==> config.mk <==
export PLATFORM = sky130hd
export DESIGN_NAME = rf_wb_arbiter
export DESIGN_NICKNAME = d
export VERILOG_FILES = /design/src/rtl/rf_pkg.sv /design/src/rtl/rr_arbiter.sv /design/src/rtl/rf_wb_arbiter.sv
export SDC_FILE = /design/constraint.sdc
export NUM_CORES = 1
export LEC_CHECK = 0
export CELL_PAD_IN_SITES_DETAIL_PLACEMENT = 0
export CELL_PAD_IN_SITES_GLOBAL_PLACEMENT = 2
export CORE_MARGIN = 2
export CORE_UTILIZATION = 22
export DETAILED_ROUTE_END_ITERATION = 8
export GPL_TIMING_DRIVEN = 0
export PLACE_DENSITY_LB_ADDON = 0.2
export SYNTH_ARGS = -nofsm -noshare
export SYNTH_HDL_FRONTEND = slang
export SYNTH_SLANG_ARGS = --single-unit
==> constraint.sdc <==
create_clock -name CLKA -period 3.8 [get_ports CLKA]
set_clock_uncertainty 0.05 [all_clocks]
set_input_delay 0.76 -clock CLKA [delete_from_list [all_inputs] [get_ports CLKA]]
set_output_delay 0.76 -clock CLKA [all_outputs]
set_load 0.01 [all_outputs]
==> src/rtl/rf_pkg.sv <==
// Shared register-file constants, requester indices and the write-port command payload.
package rf_pkg;

  localparam int unsigned ADDR_BITS = 5;
  localparam int unsigned DATA_BITS = 32;
  localparam int unsigned REG_SIZE  = 1 << ADDR_BITS;

  localparam logic [ADDR_BITS-1:0] REG_ZERO = '0;

  // Writeback requester slots on the arbiter
  localparam int unsigned REQ_ALU  = 0;
  localparam int unsigned REQ_LOAD = 1;
  localparam int unsigned REQ_CSR  = 2;

  typedef struct packed {
    logic                 en;
    logic [ADDR_BITS-1:0] addr;
    logic [DATA_BITS-1:0] data;
  } wr_cmd_t;

endpackage

==> src/rtl/rr_arbiter.sv <==
// Combinational round-robin arbiter: one-hot grant to the first requester at or after ptr,
// wrapping; no grant while hold is high.
module rr_arbiter #(
  parameter  int unsigned N     = 3,
  localparam int unsigned PTR_W = (N > 1) ? $clog2(N) : 1
) (
  input  logic [N-1:0]     req,
  input  logic [PTR_W-1:0] ptr,
  input  logic             hold,
  output logic [N-1:0]     grant
);

  logic found;

  // First pass covers [ptr, N-1]; second pass wraps to [0, ptr-1].
  always_comb begin
    grant = '0;
    found = 1'b0;
    if (!hold) begin
      for (int unsigned i = 0; i < N; i++) begin
        if (!found && req[i] && (i >= 32'(ptr))) begin
          grant[i] = 1'b1;
          found    = 1'b1;
        end
      end
      for (int unsigned i = 0; i < N; i++) begin
        if (!found && req[i]) begin
          grant[i] = 1'b1;
          found    = 1'b1;
        end
      end
    end
  end

endmodule

==> src/rtl/rf_wb_arbiter.sv <==
// Register-file writeback arbiter with a pending-write scoreboard for RAW hazard detection.
// Optional write-port forwarding outputs are built when RF_WB_FWD_EN is defined.
module rf_wb_arbiter
  import rf_pkg::*;
#(
  parameter int unsigned NUM_REQ = 3
) (
  input  logic                           CLKA,
  input  logic                           rst,
  input  logic [NUM_REQ-1:0]             req_valid,
  output logic [NUM_REQ-1:0]             req_ready,
  input  logic [NUM_REQ*ADDR_BITS-1:0]   req_addr,
  input  logic [NUM_REQ*DATA_BITS-1:0]   req_data,
  input  logic                           wr_hold,
  output logic                           wr_en,
  output logic [ADDR_BITS-1:0]           wr_addr,
  output logic [DATA_BITS-1:0]           wr_data,
  input  logic                           alloc_valid,
  input  logic [ADDR_BITS-1:0]           alloc_addr,
  input  logic [ADDR_BITS-1:0]           rs1_addr,
  input  logic [ADDR_BITS-1:0]           rs2_addr,
  output logic                           rs1_busy,
  output logic                           rs2_busy,
`ifdef RF_WB_FWD_EN
  output logic                           fwd1_hit,
  output logic [DATA_BITS-1:0]           fwd1_data,
  output logic                           fwd2_hit,
  output logic [DATA_BITS-1:0]           fwd2_data,
`endif
  output logic [REG_SIZE-1:0]            busy_vec
);

  localparam int unsigned PTR_W = (NUM_REQ > 1) ? $clog2(NUM_REQ) : 1;

  logic [PTR_W-1:0]     ptr_q, ptr_d;
  wr_cmd_t              wr_q, wr_d;
  logic [REG_SIZE-1:0]  busy_q, busy_d;

  logic [NUM_REQ-1:0]   grant;
  logic                 accept;
  logic [PTR_W-1:0]     sel_idx;
  logic [ADDR_BITS-1:0] sel_addr;
  logic [DATA_BITS-1:0] sel_data;

  // Reset also blocks grants so no requester sees ready while rst is high.
  rr_arbiter #(
    .N (NUM_REQ)
  ) u_rr_arbiter (
    .req   (req_valid),
    .ptr   (ptr_q),
    .hold  (wr_hold | rst),
    .grant (grant)
  );

  assign req_ready = grant;
  assign accept    = |grant;

  // Select the granted requester's slice of the packed address/data buses.
  always_comb begin
    sel_idx  = '0;
    sel_addr = '0;
    sel_data = '0;
    for (int unsigned i = 0; i < NUM_REQ; i++) begin
      if (grant[i]) begin
        sel_idx  = PTR_W'(i);
        sel_addr = req_addr[i*ADDR_BITS +: ADDR_BITS];
        sel_data = req_data[i*DATA_BITS +: DATA_BITS];
      end
    end
  end

  // Next state: pointer, write command and scoreboard; an alloc overrides a same-register clear.
  always_comb begin
    ptr_d   = ptr_q;
    wr_d    = wr_q;
    wr_d.en = 1'b0;
    busy_d  = busy_q;
    if (accept) begin
      ptr_d            = (32'(sel_idx) == NUM_REQ - 1) ? '0 : sel_idx + PTR_W'(1);
      wr_d.en          = (sel_addr != REG_ZERO);
      wr_d.addr        = sel_addr;
      wr_d.data        = sel_data;
      busy_d[sel_addr] = 1'b0;
    end
    if (alloc_valid && (alloc_addr != REG_ZERO)) begin
      busy_d[alloc_addr] = 1'b1;
    end
    busy_d[0] = 1'b0;
  end

  always_ff @(posedge CLKA or posedge rst) begin
    if (rst) begin
      ptr_q  <= '0;
      wr_q   <= '0;
      busy_q <= '0;
    end else begin
      ptr_q  <= ptr_d;
      wr_q   <= wr_d;
      busy_q <= busy_d;
    end
  end

  assign wr_en    = wr_q.en;
  assign wr_addr  = wr_q.addr;
  assign wr_data  = wr_q.data;
  assign busy_vec = busy_q;

`ifdef RF_WB_FWD_EN
  // A write sitting on the port is not yet in the register file; forward it instead of stalling.
  assign fwd1_hit  = wr_q.en && (wr_q.addr == rs1_addr) && (rs1_addr != REG_ZERO);
  assign fwd2_hit  = wr_q.en && (wr_q.addr == rs2_addr) && (rs2_addr != REG_ZERO);
  assign fwd1_data = wr_q.data;
  assign fwd2_data = wr_q.data;
  assign rs1_busy  = busy_q[rs1_addr] && !fwd1_hit;
  assign rs2_busy  = busy_q[rs2_addr] && !fwd2_hit;
`else
  assign rs1_busy  = busy_q[rs1_addr];
  assign rs2_busy  = busy_q[rs2_addr];
`endif

endmodule

==> results.md, run 1 <==
- The total DRC errors in the routed layout is 0.
- The area of the core region is approximately 18000 um^2.
- Along the worst path, the maximum fanout reaches 28.
- Relative to the synthesized area, the layout overhead comes to 65.72%.
- The floorplan die area is 19590 um^2.
- The flow ran to the end, and the final reports show no timing, DRC or antenna violations.
- The global-route wire length before repair is between 20000 and 30000 um.
- In the global route stage, overall resource usage came out at 0.1735.
- In the final design database the tool counted approximately 780 nets.
- In this run the clock root is driven by a sky130_fd_sc_hd__clkbuf_16.
- The total clock sinks is 71.
- The die is approximately 140 um wide.
- The count of flip-flops with a built-in enable after synthesis is 0.
- The antenna violation net count after detailed routing is 0.
- Clock-pin slew was measured on the worst setup and hold paths at 0.06 ns.
- The number of failing hold endpoints at the final stage is 0.
- Synthesis handed over a netlist of about 430 instances.
- At the end of routability-driven placement, the weighted congestion stood at around 0.80.
- The number of synthesized register bits is 71.
- The number of global-route vias before repair is 4481.
- The Yosys step of the flow raised 0 warnings.
- The die outline height is roughly 140 um.
- The smallest hold slack is ~0.44 ns.
- Dividing total power by cell area gives a power density of ~600 nW/um^2.
- Detailed placement finished with a half-perimeter wire length of 13180 um.
- The number of buffers added on ports is about 200.
- TritonCTS built the clock tree.
- The async set-or-reset flop fraction in the synthesized netlist is 1.000.
- Across the VDD grid, the largest voltage drop is 0.2356 mV.
- about 210 I/O pins were placed.
- The type of destination of the critical path is an output port.
- The number of diodes is 0.
- The number of nets in the synthesized netlist is roughly 570.
- The maximum root-to-sink buffer count is 2.
- The final number of max-transition violations came to 0.
- The startpoint of the lowest-slack hold path is wr_addr[2].
- The detailed router finished its first iteration with 241 violations.
- The transition time of the tightest slew-check pin is 1.211 ns.
- The via count normalized by instance count is between 5 and 6.
- Of the cells placed in the final design, the portion with a size suffix greater than 1 is 0.08025.
- The distinct cell type count after synthesis is 42.
- The count of cells in the finished layout, fillers not included, comes to between 800 and 900.
- The final period demand of the worst path is ~3.7 ns.
- The final setup violation count is 0.
- The average cell area after synthesis is between 9 and 10 um^2.
- In this run the number of H-tree levels came out at 3.
- The number of CTS-inserted buffers is 9.
- After synthesis the cells add up to just over 4000 um^2.
- Setup repair after global routing left no endpoint under its margin.
- In the finished design, the share of the clock period the worst path needs comes to 0.9635.
- The leakage power total is about 2.6 nW.
- Leaving out fill and tap cells, the most frequent cells in the layout are 202 x sky130_fd_sc_hd__clkdlybuf4s50_1, 107 x sky130_fd_sc_hd__nand2_1, 71 x sky130_fd_sc_hd__dfrtp_1.
- For this run, the register share of the synthesized area comes to 0.4369.
- The average wire per standard cell is around 20 um.
- The data required time of the worst path is around 3.0 ns.
- The clock latency reported for the late side of the worst-skew pair is roughly 0.34 ns.
- Setup total negative slack on the finished layout was measured at 0 ns.
- The leading cell type in the layout, fill and taps excluded is sky130_fd_sc_hd__clkdlybuf4s50_1.
- The worst register-to-register path begins at ptr_q[0].
- The worst register-to-register path has a setup slack of 0.82 ns.
- The initial antenna violation count is 0.
- Entering global routing, the biggest net connects 45 pins.
- Max-cap violations in this run came to 0.
- For this run the aggregate overflow at the end of global routing stands at 0.
- Headroom to the max-slew limit came out at 0.1907.
- In the synthesized netlist the dominant register cell turns out to be sky130_fd_sc_hd__dfrtp_1.
- The starting utilization of the core area is 0.2256.
- STA classifies the critical path startpoint as an input pin.
- After detailed routing, the total wire length is between 15000 and 20000 um.
- Tracing the worst setup path back leads to its startpoint at rst.
- The highest attainable clock frequency is 273.1 MHz.
- Summing over every cut layer, the via total after detailed routing is between 4k and 5k.
- The count of placed standard cells including taps is about 860.
- The data arrival time of the worst path is 2.85 ns.
- The kind of path behind the tightest hold check is reg -> reg.
- The setup path with the least slack is of type in -> out.
- The detailed-router iteration count before antenna repair is 4.
- The floorplan has 49 rows.
[timing repair]
action,4_1_cts,5_1_grt
setup endpoints to repair,4,0
setup buffers,0,0
hold buffers,0,0
gates resized for setup,5,0
[cell type report]
class | count | area [um^2]
fillers | 1835 | 11290
multi-input cells | 327 | 2153
repair buffers | 203 | 2049
flip-flops and latches | 71 | 1777
well taps | 229 | 286.5
clock buffers | 10 | 229.0
plain buffers | 27 | 117.6
clock inverters | 6 | 108.9
inverters | 4 | 17.52
[state kept, by name (all words and copies together), names as in the netlist]
name	count
wr_addr	5
busy_vec	31
wr_en	1
ptr_q	2
wr_data	32
[logic make-up after synthesis]
| family | share of synthesized area |
|---|---|
| multiplexers | 0.1108 |
| buffers and inverters | 0.03354 |
| flip-flops | 0.4369 |
| AO/OA/AOI/OAI | 0.2366 |
| other | 0.0009222 |
| AND/OR/NAND/NOR | 0.1812 |
[worst max-delay path, stage by stage]
cell,delay (ns)
sky130_fd_sc_hd__clkdlybuf4s50_1,0.49
sky130_fd_sc_hd__a211oi_1,0.29
sky130_fd_sc_hd__o211ai_2,0.22
sky130_fd_sc_hd__inv_2,0.43
sky130_fd_sc_hd__clkdlybuf4s50_1,0.64
[stage by stage]
stage / total power [W] / util / setup WS, ns / instance area [um^2]
finish: 0.004078 / 0.3739 / 0.1386 / 6739
global route: 0.004323 / 0.3739 / 0.004593 / 6739
floorplan: 0.002058 / - / 0.5893 / 4066
global placement: 0.003099 / 0.3537 / -0.4940 / 6375
detailed placement: 0.003124 / 0.3553 / -0.5631 / 6405
CTS: 0.004133 / 0.3739 / 0.1237 / 6739
[cells in the mapped netlist, types with 4 or more instances]
cell type                  count  area share
sky130_fd_sc_hd__nor3b_1       6       0.011
sky130_fd_sc_hd__or3_1         5      0.0077
sky130_fd_sc_hd__clkbuf_1     23       0.021
sky130_fd_sc_hd__and3b_1       4      0.0086
sky130_fd_sc_hd__o31ai_1      16       0.030
sky130_fd_sc_hd__a22oi_1      34       0.063
sky130_fd_sc_hd__o21ai_0      11       0.014
sky130_fd_sc_hd__o41ai_1       8       0.017
sky130_fd_sc_hd__nand3_1       5      0.0062
sky130_fd_sc_hd__dfrtp_1      71        0.44
sky130_fd_sc_hd__a221o_1       5       0.012
sky130_fd_sc_hd__nand2_1     107       0.099
sky130_fd_sc_hd__a31oi_1      32       0.049
sky130_fd_sc_hd__buf_1         4      0.0037
sky130_fd_sc_hd__nor2_1       36       0.033
sky130_fd_sc_hd__a21oi_1       5      0.0062
sky130_fd_sc_hd__mux2_2        4       0.011
sky130_fd_sc_hd__mux4_2       18        0.10
[power breakdown]
| part | internal (W) | switching [W] | total (W) |
|---|---|---|---|
| clock | 0.000641 | 0.000345 | 0.000986 |
| combinational | 0.000997 | 0.000769 | 0.00177 |
| sequential | 0.00107 | 0.000261 | 0.00133 |
[path summary, 6_finish.rpt]
kind	depth (start not counted)	to
setup / recovery	5	req_ready[1]
hold / removal	2	wr_addr[2]
setup reg to reg	8	busy_vec[4]
hold reg to reg	2	wr_addr[2]
max in group asynchronous	3	wr_data[7]
min in group asynchronous	2	wr_addr[3]
[per-layer routing]
layer	share of wire	up-vias	global-route usage
li1	-	2051	-
met1	0.43	2160	0.2298
met2	0.49	162	0.2768
met3	0.063	21	0.04752
met4	0.017	0	0.05526
met5	0	-	0
No activity file was read; power rests on OpenSTA's default activity.
==> run 2, diff against run 1 <==
Settings changed: CTS_CLUSTER_SIZE set to 16, MAX_ROUTING_LAYER set to met4.
==> run 2 against run 1 <==
Flip-flop and latch count unchanged. Sequential power about the same. Non-clock buffer count is the same. Critical path depth unchanged. Via count shrank 0.55%. Combinational power is essentially flat. Design area stayed put. First-iteration DRC count up 8.7%. Routed wire length about the same. Cell count stayed put. Core utilization unchanged. Critical path type unchanged. Largest cell class unchanged. Largest power group unchanged.
==> results.md, run 2 (synthesis gave the netlist of run 1 again) <==
- The run finished with clean final reports.
- The worst supply voltage drop on vdd is roughly 0.24 mV.
- The average wire per standard cell is slightly below 20 um.
- The buffering stage count on the worst path with inverters included is 3.
- Row generation in the floorplan step produced 49 rows.
- The largest incremental delay on the critical path is 0.64 ns.
- The number of failing hold endpoints at the final stage is 0.
- The critical path startpoint category is an input pin.
- Across the run, the number of max-cap violations was 0.
- The register with the most flip-flops in the layout has 32 of them.
- The I/O pin count is ~210.
- The clock-pin transition on the worst setup and hold timing paths is around 0.060 ns.
- The fraction of the cycle the final worst path needs is 0.9622.
- In this run the register-to-register setup slack is just over 0.8 ns.
- The via count normalized by instance count is between 4 and 5.
- The final number of max-transition violations came to 0.
- The reg-to-reg critical path endpoint is busy_vec[4].
- The number of diodes is 0.
- The final period demand of the worst path is between 3 and 4 ns.
- The fraction of final layout cells with drive strength greater than 1 is 0.08025.
- The die boundary width is about 140 um.
- The critical path runs through a total of 5 cells.
- The die outline height is 140.0 um.
- The die covers slightly below 20000 um^2.
- The first global-routing pass estimated 26280 um of wire.
- The total track usage is 0.1788.
- The post-route cell area is 6739 um^2.
- The area of the core region is 18020 um^2.
- The family with the most delay on the worst path is buffers and inverters.
- The maximum root-to-sink buffer count is 2.
- Headroom to the max-slew limit came out at 0.1883.
- In this run, CTS created clock tree buffers numbering 9.
- For this block, the initial DRC count from the detailed router was ~260.
- The leakage power total is 2.622 nW.
- Entering global routing, the biggest net connects 45 pins.
- Global routing finished with a remaining overflow of 0.
- STA puts the critical path data arrival time at ~2.9 ns.
- The final wirelength is 17100 um.
- The power after layout is 0.004079 W.
- The number of nets at the end of the flow is slightly below 800.
- CTS built an H-tree with a depth of 3.
- The kind of path behind the tightest hold check is reg -> reg.
- The CTS tree is yes.
- The largest individual stage delay along the critical path comes from the cell sky130_fd_sc_hd__clkdlybuf4s50_1.
- The antenna violation net count after detailed routing is 0.
- The initial antenna violation count came to 0.
- The library cell used most frequently in the layout, excluding fill and tap cells, is sky130_fd_sc_hd__clkdlybuf4s50_1.
- In this run the worst path has a maximum fanout of 28.
- In this run, placement finished with an instance count of 864.
- The first detailed-routing pass took 7 iterations.
- Following the worst setup path forward leads to its endpoint at req_ready[1].
- Setup repair after global routing left no endpoint under its margin.
- The routability-driven placement congestion ratio is 0.8179.
- The starting utilization of the core area is 0.2256.
- The signal on the critical path passes through clkdlybuf4s50_1 -> a211oi_1 -> o211ai_2 -> inv_2 -> clkdlybuf4s50_1.
- The reg-to-reg startpoint is ptr_q[0].
- At the worst endpoint, the required time is 2.99 ns.
- The final setup violation count is 0.
- The clock latency reported for the late side of the worst-skew pair is approximately 0.34 ns.
- Power spread over the standard cell area amounts to around 610 nW/um^2.
- The worst setup path is captured at an output port.
- The finished layout holds between 800 and 900 standard cells, fillers aside.
- Across all layers, the routed design uses ~4.4k vias.
- The post-detailed-placement half-perimeter wirelength is 13180 um.
- The total DRC errors in the routed layout is 0.
- For the pin with the worst max-slew slack, the measured transition is around 1.2 ns.
- The final worst slack is 0.1438 ns.
- The path depth of the worst reg2reg path is 8.
- In this design, the critical path's most frequently occurring cell is sky130_fd_sc_hd__clkdlybuf4s50_1.
- The number of buffers added on ports is around 200.
- The instance area after placement is 6405 um^2.
- The highest attainable clock frequency is 273.5 MHz.
- The tree built by TritonCTS fans out to approximately 70 sinks.
- The layout overhead on the synthesized area is 65.72%.
- The number of global-route vias before repair is around 4.5k.
- Timing analysis after detailed placement gives a worst setup slack of -0.5631 ns.
- In the layout the commonest cells are 202 x sky130_fd_sc_hd__clkdlybuf4s50_1, 107 x sky130_fd_sc_hd__nand2_1, 71 x sky130_fd_sc_hd__dfrtp_1.
- The startpoint of the lowest-slack hold path is wr_addr[2].
- The most critical setup path has its startpoint at rst.
- The setup path with the least slack is of type in -> out.
- The hold buffer count at cts is 0.
- The cell sitting at the root of the clock tree is a sky130_fd_sc_hd__clkbuf_16.
## run 2: stage by stage
| stage | hold slack (ns) | util | TNS [ns] |
|---|---|---|---|
| floorplan | 0.4652 | - | 0 |
| global placement | 0.4162 | 0.3537 | -28.12 |
| detailed placement | 0.4265 | 0.3553 | -1.023 |
| CTS | 0.4483 | 0.3739 | 0 |
| global route | 0.4736 | 0.3739 | 0 |
| finish | 0.4401 | 0.3739 | 0 |
## run 2: layer usage
| metal | up-vias | wire length (um) | global-route usage |
|---|---|---|---|
| met2 | 157 | 8320 | 0.2783 |
| met5 | - | 0 | - |
| li1 | 2054 | - | - |
| met4 | 0 | 235 | 0.04526 |
| met1 | 2139 | 7413 | 0.2300 |
| met3 | 20 | 1133 | 0.05197 |
## run 2: how the worst min path moves through the flow
stage	slack [ns]	endpoint	cells after the start
after floorplan	0.47	wr_addr[2]	2
after global placement	0.42	wr_addr[3]	1
after detailed placement	0.43	wr_addr[4]	1
after CTS	0.45	wr_addr[2]	2
after global routing	0.47	wr_addr[2]	2
final	0.44	wr_addr[2]	2
## run 2: final cells by class
class	count	area (um^2)
flip-flops and latches	71	1777
clock buffers	10	229.0
plain buffers	27	117.6
inverters	4	17.52
repair buffers	203	2049
clock inverters	6	108.9
multi-input cells	327	2153
fillers	1835	11290
well taps	229	286.5
## run 2: worst min-delay path, stage by stage (launching register included)
cell                      delay, ns
sky130_fd_sc_hd__dfrtp_1       0.35
sky130_fd_sc_hd__nand2_1       0.05
sky130_fd_sc_hd__nand2_1       0.06
## run 2: timing repair
item,CTS,global route
buffers inserted,0,0
setup endpoints to repair,4,0
hold endpoints to repair,0,0
resized for setup,5,0
## run 2: power breakdown
group	internal, W	switching (W)
sequential	0.00107	0.000260
combinational	0.000997	0.000771
clock	0.000641	0.000344
total	0.00270	0.00138
